--- config.mk ---
export PLATFORM = sky130hd
export DESIGN_NAME = riscv_core_completion_queue_flat
export DESIGN_NICKNAME = d
export VERILOG_FILES = /design/src/rtl/riscv_core_completion_queue_if.sv /design/src/rtl/riscv_core_completion_queue.sv /design/src/flat_wrapper.sv
export SDC_FILE = /design/constraint.sdc
export NUM_CORES = 1
export LEC_CHECK = 0
export ABC_AREA = 1
export BUFFER_PORTS_ARGS = -buffer_cell sky130_fd_sc_hd__buf_2
export CELL_PAD_IN_SITES_DETAIL_PLACEMENT = 1
export CELL_PAD_IN_SITES_GLOBAL_PLACEMENT = 1
export CORE_ASPECT_RATIO = 1.5
export CORE_MARGIN = 2
export CORE_UTILIZATION = 49
export CTS_BUF_LIST = sky130_fd_sc_hd__clkbuf_4 sky130_fd_sc_hd__clkbuf_8
export CTS_CLUSTER_DIAMETER = 150
export DETAILED_ROUTE_END_ITERATION = 10
export GPL_ROUTABILITY_DRIVEN = 0
export PLACE_DENSITY = 0.93
export SKIP_LAST_GASP = 1
export SLEW_MARGIN = 20
export SYNTH_ARGS = -nofsm -noshare
export SYNTH_HDL_FRONTEND = slang
export SYNTH_SLANG_ARGS = --single-unit
export TNS_END_PERCENT = 1
--- constraint.sdc ---
create_clock -name clk -period 4.4 [get_ports clk]
set_clock_uncertainty 0.1 [all_clocks]
set_input_delay 0.44 -clock clk [delete_from_list [all_inputs] [get_ports clk]]
set_output_delay 0.44 -clock clk [all_outputs]
set_load 0.01 [all_outputs]
--- src/rtl/riscv_core_completion_queue_if.sv ---
// rtl/riscv_core_completion_queue_if.sv - completion-event and ROB completion-request bundle for the completion queue
interface riscv_core_completion_queue_if #(
  parameter int DEPTH  = 8,
  parameter int SLOT_W = 5
);
  logic                    cmpl_val_0;
  logic                    cmpl_val_1;
  logic                    cmpl_val_2;
  logic [SLOT_W-1:0]       cmpl_slot_0;
  logic [SLOT_W-1:0]       cmpl_slot_1;
  logic [SLOT_W-1:0]       cmpl_slot_2;
  logic                    flush;
  logic                    cq_ready;
  logic                    ROB_commit_req_A;
  logic [SLOT_W-1:0]       ROB_commit_req_slot_A;
  logic                    ROB_commit_req_B;
  logic [SLOT_W-1:0]       ROB_commit_req_slot_B;
  logic [$clog2(DEPTH):0]  cq_count;
  logic                    cq_overflow;

  modport master (
    output cmpl_val_0, cmpl_val_1, cmpl_val_2,
    output cmpl_slot_0, cmpl_slot_1, cmpl_slot_2, flush,
    input  cq_ready, ROB_commit_req_A, ROB_commit_req_slot_A,
    input  ROB_commit_req_B, ROB_commit_req_slot_B, cq_count, cq_overflow
  );

  modport slave (
    input  cmpl_val_0, cmpl_val_1, cmpl_val_2,
    input  cmpl_slot_0, cmpl_slot_1, cmpl_slot_2, flush,
    output cq_ready, ROB_commit_req_A, ROB_commit_req_slot_A,
    output ROB_commit_req_B, ROB_commit_req_slot_B, cq_count, cq_overflow
  );
endinterface

--- src/rtl/riscv_core_completion_queue.sv ---
// rtl/riscv_core_completion_queue.sv - 3-in/2-out completion FIFO feeding the ROB
// Optional zero-latency bypass when empty: CQ_BYPASS_EN.
module riscv_core_completion_queue #(
  parameter int DEPTH  = 8,
  parameter int SLOT_W = 5
) (
  input logic                          clk,
  input logic                          reset,
  riscv_core_completion_queue_if.slave cq
);
  localparam int AW = $clog2(DEPTH);
  localparam int CW = AW + 1;

  logic [SLOT_W-1:0] mem [DEPTH];
  logic [AW-1:0]     head, tail, head_p1;
  logic [CW-1:0]     count;
  logic              overflow;

  logic [2:0]        val;
  logic [SLOT_W-1:0] slot [3];
  logic [CW-1:0]     rank [3];
  logic [CW-1:0]     n_valid, skip, n_enq, n_deq;
  logic              ready, accept, byp, fifo_a, fifo_b;

  assign val     = {cq.cmpl_val_2, cq.cmpl_val_1, cq.cmpl_val_0};
  assign slot[0] = cq.cmpl_slot_0;
  assign slot[1] = cq.cmpl_slot_1;
  assign slot[2] = cq.cmpl_slot_2;

  // rank = number of older valid inputs this cycle, so valid inputs pack without gaps
  assign rank[0] = '0;
  assign rank[1] = CW'(val[0]);
  assign rank[2] = CW'(val[0]) + CW'(val[1]);
  assign n_valid = rank[2] + CW'(val[2]);

  assign ready   = count <= CW'(DEPTH - 3);
  assign accept  = ready && !cq.flush;
  assign fifo_a  = count != '0;
  assign fifo_b  = count > CW'(1);
  assign head_p1 = head + AW'(1);
  assign n_deq   = CW'(fifo_a) + CW'(fifo_b);

`ifdef CQ_BYPASS_EN
  assign byp = (count == '0) && !cq.flush;
`else
  assign byp = 1'b0;
`endif
  // The first two valid inputs go straight out when bypassing; only the rest are stored
  assign skip  = byp ? CW'(2) : '0;
  assign n_enq = !accept ? '0 : (n_valid > skip) ? (n_valid - skip) : '0;

  always_comb begin
    cq.ROB_commit_req_A      = fifo_a;
    cq.ROB_commit_req_B      = fifo_b;
    cq.ROB_commit_req_slot_A = fifo_a ? mem[head] : '0;
    cq.ROB_commit_req_slot_B = fifo_b ? mem[head_p1] : '0;
`ifdef CQ_BYPASS_EN
    if (byp) begin
      cq.ROB_commit_req_A      = n_valid != '0;
      cq.ROB_commit_req_B      = n_valid > CW'(1);
      cq.ROB_commit_req_slot_A = val[0] ? slot[0] : val[1] ? slot[1] : val[2] ? slot[2] : '0;
      cq.ROB_commit_req_slot_B = (n_valid < CW'(2)) ? '0 :
                                 (val[0] && val[1]) ? slot[1] : slot[2];
    end
`endif
  end

  always_ff @(posedge clk) begin
    for (int i = 0; i < 3; i++) begin
      if (accept && val[i] && rank[i] >= skip)
        mem[tail + AW'(rank[i] - skip)] <= slot[i];
    end
  end

  always_ff @(posedge clk or negedge reset) begin
    if (!reset) begin
      head     <= '0;
      tail     <= '0;
      count    <= '0;
      overflow <= 1'b0;
    end else if (cq.flush) begin
      head  <= '0;
      tail  <= '0;
      count <= '0;
    end else begin
      head  <= head + AW'(n_deq);
      tail  <= tail + AW'(n_enq);
      count <= count + n_enq - n_deq;
      if (!ready && |val)
        overflow <= 1'b1;
    end
  end

  assign cq.cq_ready    = ready;
  assign cq.cq_count    = count;
  assign cq.cq_overflow = overflow;
endmodule

--- src/flat_wrapper.sv ---
// flat-port wrapper written by rule: the top's interface ports become plain ports
module riscv_core_completion_queue_flat 
#(
  parameter int DEPTH  = 8,
  parameter int SLOT_W = 5
)
  (clk, reset, cq_cmpl_val_0, cq_cmpl_val_1, cq_cmpl_val_2, cq_cmpl_slot_0, cq_cmpl_slot_1, cq_cmpl_slot_2, cq_flush, cq_cq_ready, cq_ROB_commit_req_A, cq_ROB_commit_req_slot_A, cq_ROB_commit_req_B, cq_ROB_commit_req_slot_B, cq_cq_count, cq_cq_overflow);
  riscv_core_completion_queue_if #(.DEPTH(DEPTH), .SLOT_W(SLOT_W)) cq_i ();
  input logic clk;
  input logic reset;
  input wire logic [$bits(cq_i.cmpl_val_0)-1:0] cq_cmpl_val_0;
  input wire logic [$bits(cq_i.cmpl_val_1)-1:0] cq_cmpl_val_1;
  input wire logic [$bits(cq_i.cmpl_val_2)-1:0] cq_cmpl_val_2;
  input wire logic [$bits(cq_i.cmpl_slot_0)-1:0] cq_cmpl_slot_0;
  input wire logic [$bits(cq_i.cmpl_slot_1)-1:0] cq_cmpl_slot_1;
  input wire logic [$bits(cq_i.cmpl_slot_2)-1:0] cq_cmpl_slot_2;
  input wire logic [$bits(cq_i.flush)-1:0] cq_flush;
  output wire logic [$bits(cq_i.cq_ready)-1:0] cq_cq_ready;
  output wire logic [$bits(cq_i.ROB_commit_req_A)-1:0] cq_ROB_commit_req_A;
  output wire logic [$bits(cq_i.ROB_commit_req_slot_A)-1:0] cq_ROB_commit_req_slot_A;
  output wire logic [$bits(cq_i.ROB_commit_req_B)-1:0] cq_ROB_commit_req_B;
  output wire logic [$bits(cq_i.ROB_commit_req_slot_B)-1:0] cq_ROB_commit_req_slot_B;
  output wire logic [$bits(cq_i.cq_count)-1:0] cq_cq_count;
  output wire logic [$bits(cq_i.cq_overflow)-1:0] cq_cq_overflow;
  assign cq_i.cmpl_val_0 = cq_cmpl_val_0;
  assign cq_i.cmpl_val_1 = cq_cmpl_val_1;
  assign cq_i.cmpl_val_2 = cq_cmpl_val_2;
  assign cq_i.cmpl_slot_0 = cq_cmpl_slot_0;
  assign cq_i.cmpl_slot_1 = cq_cmpl_slot_1;
  assign cq_i.cmpl_slot_2 = cq_cmpl_slot_2;
  assign cq_i.flush = cq_flush;
  assign cq_cq_ready = cq_i.cq_ready;
  assign cq_ROB_commit_req_A = cq_i.ROB_commit_req_A;
  assign cq_ROB_commit_req_slot_A = cq_i.ROB_commit_req_slot_A;
  assign cq_ROB_commit_req_B = cq_i.ROB_commit_req_B;
  assign cq_ROB_commit_req_slot_B = cq_i.ROB_commit_req_slot_B;
  assign cq_cq_count = cq_i.cq_count;
  assign cq_cq_overflow = cq_i.cq_overflow;
  riscv_core_completion_queue #(.DEPTH(DEPTH), .SLOT_W(SLOT_W)) u_core (.clk(clk), .reset(reset), .cq(cq_i));
endmodule
==> Word-level counts from Yosys, hierarchy flattened <==
Memories as Yosys holds them, arrays and structs flattened.
Index checks and enable logic that the tools add are counted.
{ "op_classes": {"addsub": 10, "mul": 0, "div_mod_pow": 0, "n_lt_le_gt_ge": 5, "eq_ne": 0, "shift": 0, "muxes": 13, "bitwise_logic": 1, "reduce_logical": 12} }
{ "op_table": {"columns": ["op", "n"], "rows": [
  ["2-to-1 mux 4 bit", 3],
  ["2-to-1 mux 5 bit", 2],
  ["adder 3 bit", 3],
  ["> comparator 4 x 1 -> 1 bit, second input constant", 2],
  ["logical AND 1 bit", 7],
  ["2-to-1 mux 1 bit", 6],
  ["2-to-1 mux 3 bit", 2],
  ["adder 1 x 1 -> 2 bit", 2],
  ["adder 4 x 1 -> 4 bit", 1],
  ["adder 4 bit", 1],
  [">= comparator 4 x 1 -> 1 bit, second input constant", 1],
  ["<= comparator 4 x 3 -> 1 bit, second input constant", 1],
  ["nonzero test 4 bit", 1],
  ["subtractor 4 bit", 1],
  ["adder 3 x 1 -> 3 bit", 1],
  ["adder 3 x 1 -> 3 bit, second input constant", 1],
  ["OR reduction 3 bit", 1],
  ["logical NOT 1 bit", 2],
  ["AND reduction 2 bit", 1],
  [">= comparator 1 bit, second input constant", 1],
  ["inverter 1 bit", 1]
]} }
{ "word_totals": {"regBits": 11, "latch_bits": 0, "ram_bits": 40, "mem_bits_ro": 0, "inputBits": 21, "out_inout_bits": 18, "elab_cells": 46, "memories": 1} }
{ "mem_list": {"columns": ["name", "depth", "width", "read_ports", "rd_clocked_by_memory_dff", "wr", "line_no", "text"], "rows": [
  ["u_core.mem", 8, 5, 2, 0, 3, "riscv_core_completion_queue.sv:14", "logic [SLOT_W-1:0] mem [DEPTH];"]
]} }

==> Depth between registers and ports, before layout <==
{ "depth": {"ltp_word": 8, "mapped_depth": 13, "depth_no_buf": 13} }

==> Least setup slack after synthesis <==
Ideal clock, no wire load.
{ "synth_timing": {"path_type": "reg2reg", "from": "reg u_core.count[2], in the netlist u_core.cq.cq_count[2]", "to": "reg u_core.count[3], in the netlist u_core.cq.cq_count[3]", "setup_time_ns": 0.119, "arrival_ns": 2.367, "required_ns": 4.181, "path_slack_ns": 1.814, "path_stages_with_launch": 14, "n_path_buf": 0, "synth_period_minus_slack_ns": 2.586, "path_cell_list": "dfrtp_1 nor2_1 nand2_1 inv_1 nand2_1 ha_1 xnor2_1 ha_1 o21bai_1 ha_1 a21oi_1 nand3_1 nand2_1 nor2_1"} }
{ "synth_between": {"word_cells_on_any_way": 9, "classes_between": "add/sub: 3; order compare: 2; mux: 2; reduce/logical: 2"} }
{ "synth_rtl": {"columns": ["element", "line_no", "text"], "rows": [
  ["start: declaration", "riscv_core_completion_queue.sv:16", "logic [CW-1:0] count;"],
  ["start signal: assignment", "riscv_core_completion_queue.sv:88", "count <= count + n_enq - n_deq;"],
  ["> comparator 4 x 1 -> 1 bit", "riscv_core_completion_queue.sv:39", "assign fifo_b = count > CW'(1);"],
  ["via cq_ROB_commit_req_B", "flat_wrapper.sv:21", "output wire logic [$bits(cq_i.ROB_commit_req_B)-1:0] cq_ROB_commit_req_B;"],
  ["adder 1 x 1 -> 2 bit", "riscv_core_completion_queue.sv:41", "assign n_deq = CW'(fifo_a) + CW'(fifo_b);"],
  ["subtractor 4 bit", "riscv_core_completion_queue.sv:88", null],
  ["2-to-1 mux 4 bit", "riscv_core_completion_queue.sv:81", "end else if (cq.flush) begin"]
]} }
The timed path passes the listed nets, and every way through them passes these cells.
A chain may end at the register's enable or synchronous reset.

==> Final worst setup path <==
{ "layout_timing": {"from": "reg u_core.head[1]", "to": "out cq_ROB_commit_req_slot_B[3]"} }
{ "layout_between": {"elab_chain_cells": 3} }
{ "layout_rtl": {"columns": ["element", "line_no", "text"], "rows": [
  ["start: declaration", "riscv_core_completion_queue.sv:15", "logic [AW-1:0] head, tail, head_p1;"],
  ["start signal: assignment", "riscv_core_completion_queue.sv:86", "head <= head + AW'(n_deq);"],
  ["adder 3 x 1 -> 3 bit", "riscv_core_completion_queue.sv:40", "assign head_p1 = head + AW'(1);"],
  ["memory read (8 x 5 bit)", null, null],
  ["2-to-1 mux 5 bit", "riscv_core_completion_queue.sv:56", "cq.ROB_commit_req_slot_B = fifo_b ? mem[head_p1] : '0;"],
  ["end: declaration", "flat_wrapper.sv:22", "output wire logic [$bits(cq_i.ROB_commit_req_slot_B)-1:0] cq_ROB_commit_req_slot_B;"]
]} }
No other way between the ends.

==> impl_metrics.tcl <==
set metrics [dict create \
    final_common_cell "nand2_1" \
    grt_pass1_vias 4551 \
    placed_cell_area_um2 4550 \
    dp_cells 745 \
    cts_tree "built" \
    initial_core_util_pct 49.8 \
    stdcell_count 754 \
    worstSetupStartpointType "flip-flop" \
    cts.sinks 51 \
    synth.distinct_cells 34 \
    ys_async_sr_fraction_pct 21.6 \
    final_hold_viol_count 0 \
    dp_hpwl_um 11600 \
    drc 0 \
    drive_gt1_share_pct 12.6 \
    ios 39 \
    finalCriticalPeriod_ns 3.16 \
    power_frac_comb_pct 60.5 \
    min_period_over_period_pct 71.9 \
    endpoint_kind "output port" \
    finalSetupViolations 0 \
    cap_violations 0 \
    mostFrequentLayoutCells "nand2_1, nand3_1, nor2_1" \
    timing.critical_path.fanout_max 22 \
    max_stage_delay_ns 0.76 \
    die_area_um2 9710 \
    p_total_mw 2.52 \
    maxSlewHeadroom_pct 39.1 \
    path_clk_slew_ns 0.10 \
    cts_buffers 5 \
    wl_per_cell_um 18.6 \
    ys_warn_count 0 \
    crit_required_ns 3.86 \
    via_count 4403 \
    final_max_slew_viol_count 0 \
    via_per_inst 5.84 \
    cp_top_family "adder cells" \
    synth_edf_count 40 \
    drt_pre_antenna_iters 5 \
    ant_nets 0 \
    rsz0062_at_grt "no" \
    cts_buffer_depth 2 \
    max_freq_mhz 316 \
    areaGrowthSynthToFinish_pct 6.41 \
    power_frac_seq_pct 28.7 \
    status "finished clean" \
    antenna_found_initial 0 \
    fp.dieW_um 81.1 \
    fin_nets 685 \
    drt_wl_total_um 14100 \
    syn_avg_cell_area_um2 7.04 \
    worstMarginPinSlew_ns 0.912 \
    hold_path_class "in2reg" \
    pwr-share-clk_pct 10.9 \
    portBuffers 38 \
    p_int_mw 1.26 \
    synth_cells 621 \
    powerDensity_nw_per_um2 541 \
    grt_max_degree 45 \
    core_um2 8780 \
    synth_fp_nets 663 \
    grt_pass1_wl_um 22800 \
    ys_seq_elements 51 \
    p_leak_nw 2.14 \
    diodes 0 \
    grt_overflow 0 \
    yosys_most_used_dff "edfxtp_1" \
    crit_type "reg2out" \
    worst_skew_pair.late_latency_ns 0.31 \
    irDropWorstVdd_uv 341 \
    stdcell_area_um2 4650 \
    ys_seq_area_share_pct 33.8 \
    cp_slowest_cell "ha_1" \
    grt_usage_pct 30.8 \
    rows 42 \
    syn_area_um2 4370 \
    switching_share_pct 49.8 \
    clockRootBuffer "clkbuf_8" \
    dieHeight_um 120 \
    drtIter0Drc 243 \
    timing.critical_path.buf_inv 2 \
    setup_tns_ns 0 \
    crit_chain "ha_1 > inv_1 > nor2_1 > o21ai_0 > nand3b_1 > nand2_1 > nor2_1 > buf_2" \
    power_switching_mw 1.26 \
    crit_arrival_ns 2.62 \
    cpMostUsedCell "nor2_1" \
    htree_levels 2 \
]
final timing paths:
| check | from | to | slack (ns) | cells past startpoint |
|---|---|---|---|---|
| max in group asynchronous | reset | u_core.head[0] | 3.52 | 2 |
| min in group asynchronous | reset | u_core.tail[0] | 0.44 | 2 |
| worst max-delay path | u_core.head[1] | cq_ROB_commit_req_slot_B[3] | 1.24 | 8 |
| worst min register to register | u_core.cq.cq_overflow | u_core.cq.cq_overflow | 0.43 | 1 |
| worst min-delay path | cq_flush | u_core.cq.cq_count[1] | 0.35 | 2 |
| worst max register to register | u_core.cq.cq_count[3] | u_core.cq.cq_count[3] | 1.50 | 13 |
power groups by stage:
stage | Combinational [mW] | Clock, mW | Sequential, mW
6_report | 1.52 | 0.274 | 0.722
5_1_grt | 1.72 | 0.291 | 0.731
4_1_cts | 1.52 | 0.277 | 0.720
3_5_place_dp | 1.51 | 0 | 0.730
3_3_place_gp | 1.40 | 0 | 0.720
2_1_floorplan | 1.10 | 0 | 0.675
layout make-up:
class	instances	area, um^2
fill	1161	4120
timing repair buffer	40	208
sequential	51	1480
multi-input combinational	478	2480
inverter	67	267
clock inverter	2	11.3
tap	110	138
clock buffer	6	76.3
layer usage:
layer,share of wire [%],vias up,global-route usage (%),routed length [um]
met4,4.4,0,16.1,613
met5,0,-,0,0
met3,4.1,41,2.63,575
li1,-,2100,-,-
met1,39,2098,35.9,5430
met2,53,164,54.8,7430
worst register-to-register path, delay by kind of cell (launching register included):
kind | cells | cell delay [ns]
fa+ha+maj | 3 | 0.84
compound gates | 2 | 0.38
flops | 1 | 0.44
simple gates | 6 | 0.70
xor+xnor | 1 | 0.15
buf+inv | 1 | 0.19
what timing repair did:
item / CTS / global route
hold endpoints to repair: 11 / 0
resized for setup: 0 / 0
hold buffers: 1 / 0
setup buffers: 0 / 0
state kept, by name, indices dropped and copies added (netlist names):
register and cells:
u_core.cq.cq_count 4, u_core.tail 3, u_core.head 3, u_core.cq.cq_overflow 1, u_core.mem 40
kinds of logic after synthesis:
family	after synthesis	share of synthesized area (%)
and+or+nand+nor	372	37.7
adders and majority gates	21	6.70
buffers and inverters	92	9.59
xor gates and xnor gates	6	1.37
AOI/OAI and AO/OA	79	10.8
DFF	51	33.8
synth_stat cells (all sizes together), types with 8 or more instances:
| library cell | count | share of area, % |
|---|---|---|
| nand3 | 125 | 15 |
| o21ai | 26 | 3.0 |
| nor2 | 63 | 5.9 |
| buf | 18 | 2.9 |
| ha | 17 | 4.9 |
| nand2 | 173 | 15 |
| inv | 59 | 5.2 |
| edfxtp | 40 | 27 |
| dfrtp | 11 | 6.3 |
| a21oi | 22 | 2.5 |
| o211ai | 8 | 1.4 |
| clkinv | 8 | 0.92 |
| o21bai | 21 | 3.6 |
per-stage QoR:
stage               setup slack [ns]  hold slack (ns)  util (%)
finish                          1.24            0.352      53.0
global route                    1.05            0.361      53.0
CTS                             1.26            0.335      53.0
detailed placement              1.51            0.237      51.9
global placement                1.59            0.221      51.9
floorplan                       1.81           0.0444         -
Note: power is estimated with default switching activity, not from simulation.
